[src/rtl/fp_addsub_sched.sv]
// Round-robin front end that time-shares one external combinational FP add/sub unit.
// An issue register drives the unit, and a result register returns z with the requester id and tag.
module fp_addsub_sched #(
  parameter int NREQ = 4,
  parameter int TAGW = 4,
  parameter int IDW  = 2,
  parameter int CNTW = 16
) (
  input  logic                 clk,
  input  logic                 rst_n,
  input  logic [NREQ-1:0]      req_valid,
  output logic [NREQ-1:0]      req_ready,
  input  logic [32*NREQ-1:0]   req_a,
  input  logic [32*NREQ-1:0]   req_b,
  input  logic [NREQ-1:0]      req_op,
  input  logic [TAGW*NREQ-1:0] req_tag,
  output logic [31:0]          fu_a,
  output logic [31:0]          fu_b,
  output logic                 fu_op,
  input  logic [31:0]          fu_z,
  output logic                 rsp_valid,
  input  logic                 rsp_ready,
  output logic [31:0]          rsp_z,
  output logic [IDW-1:0]       rsp_id,
  output logic [TAGW-1:0]      rsp_tag,
  output logic                 busy,
  output logic [CNTW-1:0]      issued_cnt
);

  logic [31:0]     a_arr   [NREQ];
  logic [31:0]     b_arr   [NREQ];
  logic [TAGW-1:0] tag_arr [NREQ];

  genvar gi;
  generate
    for (gi = 0; gi < NREQ; gi++) begin : g_unpack
      assign a_arr[gi]   = req_a[gi*32 +: 32];
      assign b_arr[gi]   = req_b[gi*32 +: 32];
      assign tag_arr[gi] = req_tag[gi*TAGW +: TAGW];
    end
  endgenerate

  logic            v1_reg, v2_reg;
  logic [31:0]     a1_reg, b1_reg, z2_reg;
  logic            op1_reg;
  logic [IDW-1:0]  id1_reg, id2_reg, rr_ptr_reg;
  logic [TAGW-1:0] tag1_reg, tag2_reg;
  logic [CNTW-1:0] cnt_reg;

  logic           adv1, adv2, grant_vld, accept;
  logic [IDW-1:0] grant_idx;

  assign adv2 = !v2_reg || rsp_ready;
  assign adv1 = !v1_reg || adv2;

  // Scan starts one past the last grant so every waiting requester is reached within NREQ accepts.
  always_comb begin
    int             cand;
    logic [IDW-1:0] cand_id;
    cand      = 0;
    cand_id   = '0;
    grant_vld = 1'b0;
    grant_idx = '0;
    for (int k = 1; k <= NREQ; k++) begin
      cand = int'(rr_ptr_reg) + k;
      if (cand >= NREQ) cand = cand - NREQ;
      cand_id = IDW'(cand);
      if (!grant_vld && req_valid[cand_id]) begin
        grant_vld = 1'b1;
        grant_idx = cand_id;
      end
    end
  end

  // Ready is forced low while reset is asserted so nothing appears to be accepted then.
  always_comb begin
    req_ready = '0;
    if (grant_vld && rst_n) req_ready[grant_idx] = adv1;
  end

  assign accept = grant_vld && adv1 && rst_n;

  always_ff @(posedge clk or negedge rst_n) begin
    if (!rst_n) begin
      v1_reg     <= 1'b0;
      a1_reg     <= '0;
      b1_reg     <= '0;
      op1_reg    <= 1'b0;
      id1_reg    <= '0;
      tag1_reg   <= '0;
      v2_reg     <= 1'b0;
      z2_reg     <= '0;
      id2_reg    <= '0;
      tag2_reg   <= '0;
      rr_ptr_reg <= '0;
      cnt_reg    <= '0;
    end else begin
      if (accept) begin
        v1_reg     <= 1'b1;
        a1_reg     <= a_arr[grant_idx];
        b1_reg     <= b_arr[grant_idx];
        op1_reg    <= req_op[grant_idx];
        id1_reg    <= grant_idx;
        tag1_reg   <= tag_arr[grant_idx];
        rr_ptr_reg <= grant_idx;
        if (cnt_reg != {CNTW{1'b1}}) cnt_reg <= cnt_reg + CNTW'(1);
      end else if (v1_reg && adv2) begin
        v1_reg <= 1'b0;
      end

      if (v1_reg && adv2) begin
        v2_reg   <= 1'b1;
        z2_reg   <= fu_z;
        id2_reg  <= id1_reg;
        tag2_reg <= tag1_reg;
      end else if (rsp_ready) begin
        v2_reg <= 1'b0;
      end
    end
  end

  assign fu_a       = a1_reg;
  assign fu_b       = b1_reg;
  assign fu_op      = op1_reg;
  assign rsp_valid  = v2_reg;
  assign rsp_z      = z2_reg;
  assign rsp_id     = id2_reg;
  assign rsp_tag    = tag2_reg;
  assign busy       = v1_reg || v2_reg;
  assign issued_cnt = cnt_reg;

endmodule

[config.mk]
export PLATFORM = sky130hd
export DESIGN_NAME = fp_addsub_sched
export DESIGN_NICKNAME = d
export VERILOG_FILES = /design/src/rtl/fp_addsub_sched.sv
export SDC_FILE = /design/constraint.sdc
export NUM_CORES = 1
export LEC_CHECK = 0
export CORE_AREA = 2 2 169 171
export DETAILED_ROUTE_END_ITERATION = 16
export DIE_AREA = 0 0 171 173
export SYNTH_ARGS = -nofsm -noshare
export SYNTH_HDL_FRONTEND = slang
export SYNTH_SLANG_ARGS = --single-unit
[constraint.sdc]
create_clock -name clk -period 3.08 [get_ports clk]
set_input_delay 0.77 -clock clk [delete_from_list [all_inputs] [get_ports clk]]
set_output_delay 0.77 -clock clk [all_outputs]
set_load 0.1 [all_outputs]
=== Word level (Yosys, flattened, before mapping) ===
Cells that the tools add are included.

* Multiplexer cells: 38
* Reductions and logical operators: 19
* Bitwise gates (word level): 2
* Equal/unequal tests: 1
* Add/subtract/negate cells: 9
* Order comparisons: 11

{| class="wikitable"
|+ Operators by type and width
! operator !! number
|-
| $bmux 32 s2 || 2
|-
| $mux 32 || 4
|-
| $add 16x1->16 const B || 1
|-
| $mux 2 || 8
|-
| $ne 16x16->1 const B || 1
|-
| $lt 2x3->1 const B || 5
|-
| $mux 1 || 14
|-
| $ge 3x3->1 const B || 4
|-
| $mux 4 || 3
|-
| $bmux 1 s2 || 5
|-
| $bmux 4 s2 || 1
|-
| $logic_and 1x1->1 || 8
|-
| $sub 2x1->2 const B || 4
|-
| $add 2x2->3 const B || 2
|-
| $logic_not 1->1 || 5
|-
| $add 2x3->4 const B || 1
|-
| $and 4x4->4 || 1
|-
| $ge 4x3->1 const B || 1
|-
| $reduce_bool 2->1 || 2
|-
| $add 2x1->3 const B || 1
|-
| $logic_or 1x1->1 || 3
|-
| $not 2->3 || 1
|-
| $demux 1 s2 || 1
|-
| $ge 2x1->1 const B || 1
|-
| $reduce_and 2->1 || 1
|}

* Output and inout port bits: 125
* Bits in registers: 127
* Word-level logic and storage cells: 91
* Input bits: 315

=== Depth between registers and ports, before layout ===
* Depth in word-level cells: 21
* Depth in mapped cells: 9
* Gate-level depth less buffers: 6

=== Worst setup path after synthesis ===
No wires, ideal clock.

* Kind: input -> output
* Start: in req_valid[0]
* End: out req_ready[3]
* Setup slack: -839 ps
* Arrival: 3149 ps
* Stages on the path: 7
* Path buffers: 2
* Path through: or2_1 a22o_1 a221oi_2 buf_6 buf_12 nand2_1 nor2_1

* Longest elaborated chain between the ends: 18
* Elaborated cells on any way between the ends: 30
* Those cells by class: 2 x order compare; 19 x mux; 1 x bitwise; 8 x reduce/logical

{| class="wikitable"
|+ RTL lines
! item !! line !! RTL
|-
| start: declaration || 11 || <nowiki>input logic [NREQ-1:0] req_valid,</nowiki>
|-
| $bmux 1 s2 || 68 || <nowiki>if (!grant_vld && req_valid[cand_id]) begin</nowiki>
|-
| $mux 1 (not written as such) || 68 ||
|-
| $mux 1 || 68 ||
|-
| $logic_not 1->1 || 68 ||
|-
| $logic_and 1x1->1 || 68 ||
|-
| $mux 1 || 68 ||
|-
| $logic_not 1->1 || 68 ||
|-
| $logic_and 1x1->1 || 68 ||
|-
| (+2 left out) || n/a ||
|-
| $logic_and 1x1->1 || 68 ||
|-
| $mux 2 || 68 ||
|-
| $lt 2x3->1 (not written as such) / $ge 2x1->1 (equally long branches) || 78 || <nowiki>if (grant_vld && rst_n) req_ready[grant_idx] = adv1;</nowiki>
|-
| $logic_and 1x1->1 (not written as such) || 78 ||
|-
| $mux 1 (not written as such) || 78 ||
|-
| $demux 1 s2 || 78 ||
|-
| $and 4x4->4 (no line) || n/a ||
|-
| $mux 4 (*) || 78 ||
|-
| end: declaration || 12 || <nowiki>output logic [NREQ-1:0] req_ready,</nowiki>
|}

Mark *: on every way between the ends. The rest lies on a longest branch, timed or not. The select of a mux whose other input is x is not followed.

=== Worst setup path after layout ===
* Start: in req_valid[2]
* End: out req_ready[1]

The elaborated chain is that of the path after synthesis.

==> results.rst <==
.. list-table::
   :header-rows: 1

   * - Metric
     - Value
   * - Status
     - finished, final reports clean
   * - Clock network latency to the later pin of the worst-skew pair
     - 410 ps
   * - Total chip power
     - slightly below 10000 uW
   * - Fmax achieved
     - between 300 and 400 MHz
   * - Type of the worst min-delay path
     - in -> async
   * - Synth Area in Adders
     - less than 1%
   * - Post-synth top cells
     - dfrtp_1, nor2_1, mux2i_1
   * - TritonCTS clock tree
     - built
   * - Num CTS Buffers
     - 17
   * - Routability-driven placement congestion ratio
     - ~0.8
   * - Xor and xnor fraction of the mapped netlist area
     - under 10%
   * - Unrepaired setup endpoints after global routing
     - false
   * - Yosys Warn Count
     - 0
   * - Number of synthesized register bits
     - 127
   * - Critical setup path kind
     - in -> out
   * - Final critical-path required period
     - between 3000 and 4000 ps
   * - Antenna Nets Post-Route
     - 0
   * - Hold-fix buffers, CTS
     - 0
   * - Portion of the clock cycle consumed by the worst path in the final layout
     - 99.1%
   * - Via/cell ratio
     - between 4 and 5
   * - Switching Power
     - between 5000 and 6000 uW
   * - Total leakage power
     - about 0.0049 uW
   * - Worst Path Max Fanout
     - 4
   * - Final global-route overflow total
     - 0
   * - Antenna violations before repair
     - 1
   * - # port buffers
     - roughly 440
   * - Pwr Density
     - between 800 and 900 mW/mm^2
   * - Yosys top cell area share
     - between 40% and 50%
   * - Fraction of registers with async set/reset
     - 100%
   * - IO Count
     - between 400 and 500
   * - Net count after synthesis
     - about 910
   * - Number of diodes
     - 0
   * - Yosys top cell by area
     - dfrtp_1
   * - Sort of element at the end of the critical path
     - output port
   * - Synth area leaders
     - dfrtp_1, mux2i_1, a221oi_1
   * - Cell at the root of the clock tree
     - clkbuf_16
   * - Die Wd
     - roughly 170 um
   * - Worst Max-Slew Pin Slew
     - 864 ps
   * - Vias after detailed routing
     - 6665
   * - Internal Dissipation
     - around 4700 uW
   * - Die height
     - roughly 170 um
   * - Number of instances in the synthesized netlist
     - 589
   * - Area of the die
     - roughly 0.03 sq mm
   * - Largest clock skew in the final design
     - between 9 and 10 ps
   * - Clock power share
     - 20.4%
   * - Initial cell density of the core
     - between 20% and 30%
   * - Critical Path AT
     - about 2300 ps
   * - Routed wire length
     - about 28 mm
   * - Logic pwr share
     - 55.6%
   * - Standard cell area after detailed placement
     - about 0.011 sq mm
   * - Placed wire-length estimate after detailed placement
     - 20.9 mm
   * - Wire length of the first global-routing pass
     - roughly 40 mm
   * - Max-cap viol count
     - 0
   * - WP data required
     - between 2000 and 2500 ps
   * - Final setup violation count
     - 0
   * - Primary flip-flop cell chosen by synthesis mapping
     - dfrtp_1
   * - Clock-pin slew on the worst setup and hold paths
     - 70 ps
   * - Multiplexer share of the synthesized area
     - approximately 18%
   * - Post-synthesis cell area
     - ~0.0065 sq mm
   * - Drt first-iter violations
     - 333
   * - Slew margin rel.
     - a little over two fifths
   * - Fraction of power consumed by sequential logic
     - between 20% and 30%
   * - Detailed-routing iteration count for the pre-antenna-repair pass
     - 4
   * - Number of levels in the clock H-tree
     - 4
   * - Number of nets in the layout
     - between 1000 and 1500
   * - Area grow syn2layout
     - 79.6%
   * - Main combinational cell family by area after synthesis
     - compound AO/OA/AOI/OAI gates
   * - Cell with the most instances after synthesis
     - dfrtp_1
   * - Fraction of final layout cells with drive strength greater than 1
     - approximately a quarter
   * - Number of hold-slack violations in the final timing report
     - 0
   * - Largest net degree at the start of global routing
     - about 130
   * - Fraction of the mapped netlist area in simple logic gates
     - between 8 and 9%
   * - Tot GR Track Use
     - between 10% and 20%
   * - Finished Core Util
     - a little over two fifths
   * - Routed wirelength normalized by instance count
     - slightly below 20 um
   * - Floorplan core area
     - around 0.028 sq mm
   * - Sequential cell area fraction in the yosys report
     - 48.5%
   * - Unique cell type count in the Yosys netlist
     - 40
   * - Average cell area after synthesis
     - 11.1 sq um
   * - Complex-gate fraction of the synthesized area
     - roughly 18%
   * - Number of global-route vias before repair
     - slightly below 7000
   * - Number of pins with negative max-slew slack in the final report
     - 0
   * - Clock sink count
     - roughly 130
   * - Final total negative setup slack
     - 0 ps
   * - Number of buffers on the longest clock path
     - 2
   * - Net switching fraction of the power
     - around 52%
   * - Number of remaining DRC errors
     - 0
   * - Type of origin of the critical path
     - input pin
   * - Largest vdd supply drop
     - 0.423 mV
   * - Final standard cell area without fillers
     - between 0.01 and 0.015 sq mm
   * - Placement Rows
     - between 60 and 70
   * - Number of enable flip-flop cells after synthesis
     - 0
-- worst paths after layout --
| check | startpoint | endpoint | slack, ps | cells past startpoint |
|---|---|---|---|---|
| setup / recovery | req_valid[2] | req_ready[1] | 30 | 7 |
| hold / removal | rst_n | fu_b[22] | 480 | 2 |
| setup reg to reg | rr_ptr_reg[1] | fu_op | 660 | 8 |
| hold reg to reg | rsp_z[6] | rsp_z[6] | 500 | 1 |
| max in group asynchronous | rst_n | fu_a[14] | 2000 | 2 |
| min in group clk | rsp_z[6] | rsp_z[6] | 500 | 1 |
-- power groups by stage --
stage	Combinational [uW]	Sequential, uW	Clock, uW
after CTS	5540	2370	2080
after floorplan	1200	5170	0
after global placement	5490	2380	0
final	5490	2370	2020
after global routing	5690	2430	2150
after detailed placement	5520	2400	0
-- cells by family after synthesis --
kind of cell               count (synthesis)
AOI/OAI and AO/OA                        155
xor gates and xnor gates                  11
adders and majority gates                  1
buffers and inverters                     56
DFF                                      127
muxes                                    110
and+or+nand+nor                          129
-- area by class of cell --
cell class / instances / area, sq um
clock inverters: 14 / 141
clock buffers: 18 / 439
fillers: 2774 / 15900
flip-flops and latches: 127 / 3180
well taps: 378 / 473
repair buffers: 473 / 4460
multi-input cells: 406 / 3050
inverters: 3 / 11.3
-- per-layer routing --
metal  part of all wire (%)  track usage, %
met2                     51            31.9
met3                    7.3            4.62
met1                     40            21.0
met5                  0.029               0
met4                    1.5            4.20
-- placed cells by master, fill, tap and decap left out, types with 3 or more instances in the layout --
cell type	synthesis	final
buf_4	0	148
xnor2_1	9	9
mux2_2	40	40
clkdlybuf4s50_1	0	310
nand2b_1	3	3
dfrtp_1	127	127
nand2_1	14	11
clkinvlp_4	0	3
a221oi_1	69	69
clkbuf_16	0	17
buf_12	7	11
o22ai_1	69	69
nor3_1	3	3
inv_1	3	3
nor2_1	78	76
mux2i_1	70	70
nand3_1	9	9
inv_6	0	6
and3_1	4	3
nand4_1	7	7
-- repair_timing --
item / 4_1_cts / 5_1_grt
setup buffers: 2 / 1
cloned: 0 / 0
resized for setup: 9 / 2
pin swaps: 3 / 5
endpoints found under the setup margin: 4 / 2
-- metrics by stage --
stage | std cells | hold slack, ps | worst slack (ps)
after floorplan | 589 | 474 | -100
after global placement | 1384 | 488 | -214
after detailed placement | 1384 | 495 | -254
after CTS | 1418 | 509 | 19.7
after global routing | 1419 | 517 | 1.14
final | 1419 | 477 | 28.7
-- critical path, stage by stage --
cell	delay, ps
clkdlybuf4s50_1	500
buf_4	140
nor2_1	70
a21o_1	150
a22o_2	300
and2_4	190
buf_12	160
Power figures use the tool's default switching activity.
